==> src/rtl/lsu_mem_ctrl.sv <==
// RV32I load/store requester for a word-organised 1R1W memory; sub-word stores use read-modify-write.
// Optional LSU_BOUNDS_CHECK_EN rejects addresses beyond DEPTH*4 bytes instead of wrapping.
module lsu_mem_ctrl #(
   parameter  int DEPTH = 4,
   parameter  int WIDTH = 32,
   localparam int MAW   = $clog2(DEPTH) + 2
) (
   input  logic             clk,
   input  logic             rst,
   input  logic             req_valid,
   output logic             req_ready,
   input  logic             req_we,
   input  logic [2:0]       req_funct3,
   input  logic [31:0]      req_addr,
   input  logic [WIDTH-1:0] req_wdata,
   output logic             resp_valid,
   output logic [WIDTH-1:0] resp_rdata,
   output logic             resp_err,
   output logic [MAW-1:0]   mem_rd_addr,
   output logic [MAW-1:0]   mem_wr_addr,
   output logic [WIDTH-1:0] mem_wr_din,
   output logic             mem_we,
   input  logic [WIDTH-1:0] mem_rd_dout
);

   typedef enum logic [1:0] {IDLE, ACCESS, WRITE, RESP} state_t;

   state_t           state;
   logic             we_q;
   logic [2:0]       f3_q;
   logic [MAW-1:0]   addr_q;
   logic [WIDTH-1:0] wdata_q;
   logic [WIDTH-1:0] merged_q;

   logic             illegal;
   logic [7:0]       ld_byte;
   logic [15:0]      ld_half;
   logic [WIDTH-1:0] ld_val;
   logic [WIDTH-1:0] st_merge;

   always_comb begin
      illegal = 1'b0;
      case (req_funct3)
         3'b000:         illegal = 1'b0;
         3'b001:         illegal = req_addr[0];
         3'b010:         illegal = |req_addr[1:0];
         3'b100, 3'b101: illegal = req_we | (req_funct3[0] & req_addr[0]);
         default:        illegal = 1'b1;
      endcase
`ifdef LSU_BOUNDS_CHECK_EN
      if (|req_addr[31:MAW]) illegal = 1'b1;
`endif
   end

`ifndef LSU_BOUNDS_CHECK_EN
   // Upper address bits are intentionally dropped: accesses wrap modulo the memory size.
   logic unused_addr_hi;
   assign unused_addr_hi = ^req_addr[31:MAW];
`endif

   // funct3[2] selects zero-extension; funct3[1:0] gives the access size.
   always_comb begin
      ld_byte = mem_rd_dout[{addr_q[1:0], 3'b000} +: 8];
      ld_half = addr_q[1] ? mem_rd_dout[31:16] : mem_rd_dout[15:0];
      case (f3_q[1:0])
         2'b00:   ld_val = {{24{~f3_q[2] & ld_byte[7]}}, ld_byte};
         2'b01:   ld_val = {{16{~f3_q[2] & ld_half[15]}}, ld_half};
         default: ld_val = mem_rd_dout;
      endcase
   end

   always_comb begin
      st_merge = mem_rd_dout;
      if (f3_q[0]) st_merge[{addr_q[1], 4'b0000} +: 16] = wdata_q[15:0];
      else         st_merge[{addr_q[1:0], 3'b000} +: 8] = wdata_q[7:0];
   end

   always_ff @(posedge clk) begin
      if (!rst) begin
         state      <= IDLE;
         we_q       <= 1'b0;
         f3_q       <= 3'b000;
         addr_q     <= '0;
         wdata_q    <= '0;
         merged_q   <= '0;
         resp_rdata <= '0;
         resp_err   <= 1'b0;
      end else begin
         case (state)
            IDLE: if (req_valid) begin
               we_q       <= req_we;
               f3_q       <= req_funct3;
               addr_q     <= req_addr[MAW-1:0];
               wdata_q    <= req_wdata;
               resp_rdata <= '0;
               resp_err   <= illegal;
               state      <= illegal ? RESP : ACCESS;
            end
            ACCESS: begin
               if (!we_q) begin
                  resp_rdata <= ld_val;
                  state      <= RESP;
               end else if (f3_q[1]) begin
                  state <= RESP;
               end else begin
                  merged_q <= st_merge;
                  state    <= WRITE;
               end
            end
            WRITE: state <= RESP;
            RESP: begin
               resp_rdata <= '0;
               resp_err   <= 1'b0;
               state      <= IDLE;
            end
            default: state <= IDLE;
         endcase
      end
   end

   assign req_ready   = (state == IDLE);
   assign resp_valid  = (state == RESP);
   assign mem_rd_addr = {addr_q[MAW-1:2], 2'b00};
   assign mem_wr_addr = mem_rd_addr;
   assign mem_wr_din  = (state == WRITE) ? merged_q : wdata_q;
   // rst gating keeps a reset landing in ACCESS/WRITE from committing a write.
   assign mem_we      = rst & (((state == ACCESS) & we_q & f3_q[1]) | (state == WRITE));

endmodule

==> config.mk <==
export PLATFORM = sky130hd
export DESIGN_NAME = lsu_mem_ctrl
export DESIGN_NICKNAME = d
export VERILOG_FILES = /design/src/rtl/lsu_mem_ctrl.sv
export SDC_FILE = /design/constraint.sdc
export NUM_CORES = 1
export LEC_CHECK = 0
export BUFFER_PORTS_ARGS = -buffer_cell sky130_fd_sc_hd__buf_2
export CAP_MARGIN = 30
export CORE_MARGIN = 2
export CORE_UTILIZATION = 42
export CTS_BUF_LIST = sky130_fd_sc_hd__clkbuf_4 sky130_fd_sc_hd__clkbuf_8
export CTS_CLUSTER_DIAMETER = 120
export DETAILED_ROUTE_END_ITERATION = 10
export GPL_ROUTABILITY_DRIVEN = 0
export GPL_TIMING_DRIVEN = 0
export PLACE_DENSITY = 0.68
export RECOVER_POWER = 50
export SLEW_MARGIN = 20
export SYNTH_ARGS = -nofsm -noshare
export SYNTH_HDL_FRONTEND = slang
export SYNTH_SLANG_ARGS = --single-unit
==> constraint.sdc <==
create_clock -name clk -period 2.55 [get_ports clk]
set_input_delay 0 -clock clk [delete_from_list [all_inputs] [get_ports clk]]
set_output_delay 0 -clock clk [all_outputs]
set_load 0.02 [all_outputs]
# Yosys cells after proc, flatten, opt, wreduce, memory -nomap -nowiden
# Cells that the tools add are included.
[word_totals] reg_bits=107 in_bits=103 output_inout_bits=76 word_cells=63
[classes] add_sub_neg=2 eq_ne=10 n_shift=5 n_mux=17 n_bitwise=10 reduce_logical=11
[op_table] cell="$mux 32" n=4
[op_table] cell="$pmux 32 s3" n=1
[op_table] cell="$bwmux 32" n=2
[op_table] cell="$pmux 32 s2" n=1
[op_table] cell="$shift 16x7->32 const A" n=1
[op_table] cell="$shift 8x7->32 const A" n=1
[op_table] cell="$shiftx 16x7->32" n=1
[op_table] cell="$shiftx 32x6->8" n=1
[op_table] cell="$shiftx 8x7->32" n=1
[op_table] cell="$mux 16" n=1
[op_table] cell="$neg 5->7" n=2
[op_table] cell="$pmux 2 s4" n=1
[op_table] cell="$and 1x1->1" n=6
[op_table] cell="$eq 3x3->1 const B" n=2
[op_table] cell="$reduce_and 3->1" n=2
[op_table] cell="$eq 2x1->1 const B" n=2
[op_table] cell="$eq 2x2->1 const B" n=2
[op_table] cell="$logic_not 2->1" n=2
[op_table] cell="$mux 2" n=2
[op_table] cell="$ne 2x2->1 const B" n=2
[op_table] cell="$pmux 1 s4" n=1
[op_table] cell="$reduce_and 2->1" n=2
[op_table] cell="$reduce_or 2->1" n=2
[op_table] cell="$eq 3x1->1 const B" n=1
[op_table] cell="other kinds (8)" n=12

# Depth between registers and ports, before layout
[logic_depth] word_depth=6 mapped_depth=8 depth_no_buf=6

# Worst setup path before layout
# Ideal clock, no wire load.
[synth_path] path_kind="flip-flop to flip-flop" startpoint="reg addr_q[1]" endpoint="reg merged_q[6]" setup_time_ns=0.123 t_arrival_ns=1.998 t_required_ns=2.427 setup_slack_ns=0.429 path_stages_with_launch=8 n_path_buf=1 period_less_slack_ns=2.121 cell_sequence="dfxtp_1 > buf_2 > inv_1 > ha_1 > and4bb_2 > mux2_2 > a221oi_1 > nor2_1"
[synth_between] elab_chain_len=4 word_cells_on_any_way=9 classes_between="add/sub (2); shift (4); mux (3)"
[synth_lines] element="start, declared" line_no="31" rtl="logic [MAW-1:0] addr_q;"
[synth_lines] element="start signal, assigned" line_no="93" rtl="addr_q <= req_addr[MAW-1:0];"
[synth_lines] element="$neg 5->7, on equally long branches" line_no="74, 75"
[synth_lines] element="$shiftx 16x7->32, or another cell as far along" line_no="74" rtl="if (f3_q[0]) st_merge[{addr_q[1], 4'b0000} +: 16] = wdata_q[15:0];"
[synth_lines] element="$bwmux 32, on equally long branches" line_no="74, 75"
[synth_lines] element="$mux 32 (*)" line_no="74"
[synth_lines] element="end signal, assigned" line_no="106" rtl="merged_q <= st_merge;"
[synth_lines] element="end, declared" line_no="33" rtl="logic [WIDTH-1:0] merged_q;"
# Every way passes the cells marked *; elsewhere a longest branch is shown, timed or not.
# A chain may end at the register's enable or synchronous reset.

# Final worst setup path
[layout_path] startpoint="reg state[0]" endpoint="out mem_wr_din[8]"
[layout_between] elab_chain_len=2
[layout_lines] element="start, declared" line_no="28" rtl="state_t state;"
[layout_lines] element="start signal, assigned" line_no="97" rtl="state <= illegal ? RESP : ACCESS;"
[layout_lines] element="$eq 2x2->1" line_no="125" rtl="assign mem_wr_din = (state == WRITE) ? merged_q : wdata_q;"
[layout_lines] element="$mux 32" line_no="125"
[layout_lines] element="end, declared" line_no="21" rtl="output logic [WIDTH-1:0] mem_wr_din,"
# No other way between the ends.

==> results.toml <==
[detailed_routing]
initialDrtViolationCount = 339
dr.pass1.iters = 6
drc = 0
wl_per_cell_um = 18.78
drt-total-wl_um = 19260
ant_nets = 0
vias = 5749
viasPerCell = 5.603

[power]
pwr-share-seq_pct = 37.4
power_density_nw_per_um2 = 743.8
combPwrFrac_pct = 43.2
p_sw_uw = 2264
pwr-share-clk_pct = 19.4
p_int_uw = 3405
sw_frac_of_total_pct = 39.93
p_total_uw = 5669
p_leak_uw = 0.003081
vdd_drop_max_mv = 0.4182

[synth]
synth_area_leaders = "dfxtp_1 37%, mux2_2 8.2%, mux2i_1 6.8%"
synth.top_cell.area_share_pct = 37.11
synthFlopType = "dfxtp_1"
yosys.area_share.simple_pct = 11.21
ys_seq_elements = 107
synth_fa_ha_area_share_pct = 2.168
yosys_warnings = 0
ys_async_sr_fraction_pct = 0
synth_area_um2 = 5772
synth_edf_count = 0
synth_compound_area_share_pct = 28.03
synth_area_per_cell_um2 = 9.431
synth.most_common_cell = "dfxtp_1"
synth_area_leader_cell = "dfxtp_1"
synth_xor_area_share_pct = 0
netlist_instances = 612
yosys-top-cells-count = "107 x dfxtp_1, 90 x nand2_1, 42 x clkbuf_1, 42 x mux2_2, 41 x a21boi_0"
synth_mux_area_share_pct = 15.35
ys_types = 47
ys_seq_area_share_pct = 37.11
synth_top_family_by_area = "compound AO/OA/AOI/OAI gates"

[layout]
ff_latch_area_um2 = 2143
drive_above_1_share_pct = 23.88
area_delta_synth_final_pct = 32.06
fin_cells = 1026
nNetsFinal = 958
antenna_cells = 0
fillCellCount = 1235
multiInputGateArea_um2 = 3291
final_area_um2 = 7622

[floorplan]
start_util_pct = 43.24
die_w_um = 121.2
rows = 42
die_area_um2 = 14700
io_pins = 179
dieHeight_um = 121.2
coreArea_um2 = 13350

[global_routing]
use_met1_pct = 33.65
overflow = 0
grt_usage_pct = 26.11
grt_max_degree = 16
grt_pass1_wl_um = 29640
busiest_layer = "met2"
use_met2_pct = 43.79
antenna_found_initial = 0
use_met3_pct = 3.712
grt_pass1_vias = 5724

[timing]
worst_clock_skew_ns = 0.01143
worst_pin_slew_ns = 0.6156
slew_headroom_pct = 58.96
rsz0062_at_grt = "false"
max_freq_ghz = 0.4263
holdWs_ns = 0.1029
setup_viol = 0
tns_ns = 0
slew_violations = 0
post-route-min-period_ns = 2.346
finalCritPeriodShare_pct = 91.99
hold_viol = 0

[clock_tree]
clock_sinks = 107
clockRootBuffer = "clkbuf_8"
clock_latency_ns = 0.39
cts_tree = "yes"
clock_path_buffers = 2
clkTransAtPathRegs_ns = 0.09
htree_levels = 3
cts_made_buffers = 9

[place]
placed_cell_area_um2 = 6734
port_buffers = 146
dp_hpwl_um = 14080
dp.cells = 937

[setup_path]
crit_path_start_kind = "flip-flop"
worstPathRequired_ns = 2.55
path_class = "flip-flop to output pin"
critPathMaxFanout = 10
endpoint_kind = "output pin"
worstPathArrival_ns = 2.35

[hold_path]
hold_class = "primary input to flip-flop"

[status]
status = "completed"

[job]
drv_cap = 0
-- path summary, 6_finish.rpt --
| path | from | endpoint | slack, ns | cells after the start |
|---|---|---|---|---|
| setup / recovery | state[0]$_SDFFE_PN0P_ | mem_wr_din[8] | 0.20 | 6 |
| hold / removal | rst | resp_rdata[2]$_SDFFE_PN0P_ | 0.10 | 5 |
| setup reg to reg | state[1]$_SDFFE_PN0P_ | resp_rdata[30]$_SDFFE_PN0P_ | 0.23 | 7 |
| hold reg to reg | merged_q[0]$_SDFFE_PN0P_ | merged_q[0]$_SDFFE_PN0P_ | 0.46 | 2 |
-- metal layers --
layer / share of wire [%] / up-vias
li1: - / 2713
met5: 0 / -
met4: 3.0 / 0
met2: 47 / 245
met3: 6.2 / 51
met1: 44 / 2740
-- cell families after synthesis --
logic type | after synthesis
adders and majority gates | 10
AOI/OAI and AO/OA | 207
other | 1
muxes | 82
and+or+nand+nor | 130
buffers and inverters | 75
DFF | 107
-- what timing repair did --
action                     CTS  global route
buffers inserted             0             0
hold buffers                73             0
gates resized for setup      0             8
hold endpoints to repair    74             0
setup endpoints to repair    0            35
-- registers in the layout, indices dropped and copies added (netlist names) --
| name | cells |
|---|---|
| resp_rdata | 32 |
| we_q | 1 |
| state | 2 |
| f3_q | 3 |
| merged_q | 32 |
| resp_err | 1 |
| wdata_q | 32 |
| addr_q | 4 |
-- placed cells by master, fill, tap and decap left out, drive strengths merged, types with 4 or more instances in the layout --
master	instances
nor2b	4
a21oi	26
nand2b	8
a21boi	56
inv	10
ha	10
conb	4
nor2	6
dlygate4sd3	73
nand2	90
a211o	6
clkbuf	99
o21ai	21
buf	125
mux2	42
mux2i	39
o2bb2ai	15
a221oi	9
a221o	40
dfxtp	107
and2	11
a22o	25
-- critical path: stages (launching register included) --
cell,delay [ns]
dfxtp_1,0.34
inv_1,0.14
ha_1,0.16
clkbuf_1,0.36
clkbuf_2,0.38
mux2_2,0.41
buf_2,0.17
-- cell type report --
cell class | count | area share (%)
Multi-Input combinational cell | 433 | 43.17
Sequential cell | 107 | 28.12
Timing Repair Buffer | 219 | 18.48
Buffer | 64 | 4.137
Tap cell | 176 | 2.889
Clock buffer | 14 | 2.200
Inverter | 11 | 0.5417
Clock inverter | 2 | 0.4596
-- power groups by stage --
| stage | clock network, uW | registers, uW | logic [uW] |
|---|---|---|---|
| after floorplan | 0 | 2200 | 1570 |
| after detailed placement | 0 | 2150 | 2360 |
| after global routing | 1190 | 2140 | 2660 |
| after global placement | 0 | 2140 | 2310 |
| final | 1100 | 2120 | 2450 |
| after CTS | 1120 | 2110 | 2460 |
-- per-stage QoR --
step	util, %	setup WS, ns
floorplan	-	0.4295
global placement	50.45	0.1213
detailed placement	50.45	0.09079
CTS	57.44	0.001925
global route	57.11	0.08309
finish	57.11	0.2042
(Power assumes the default switching activity.)
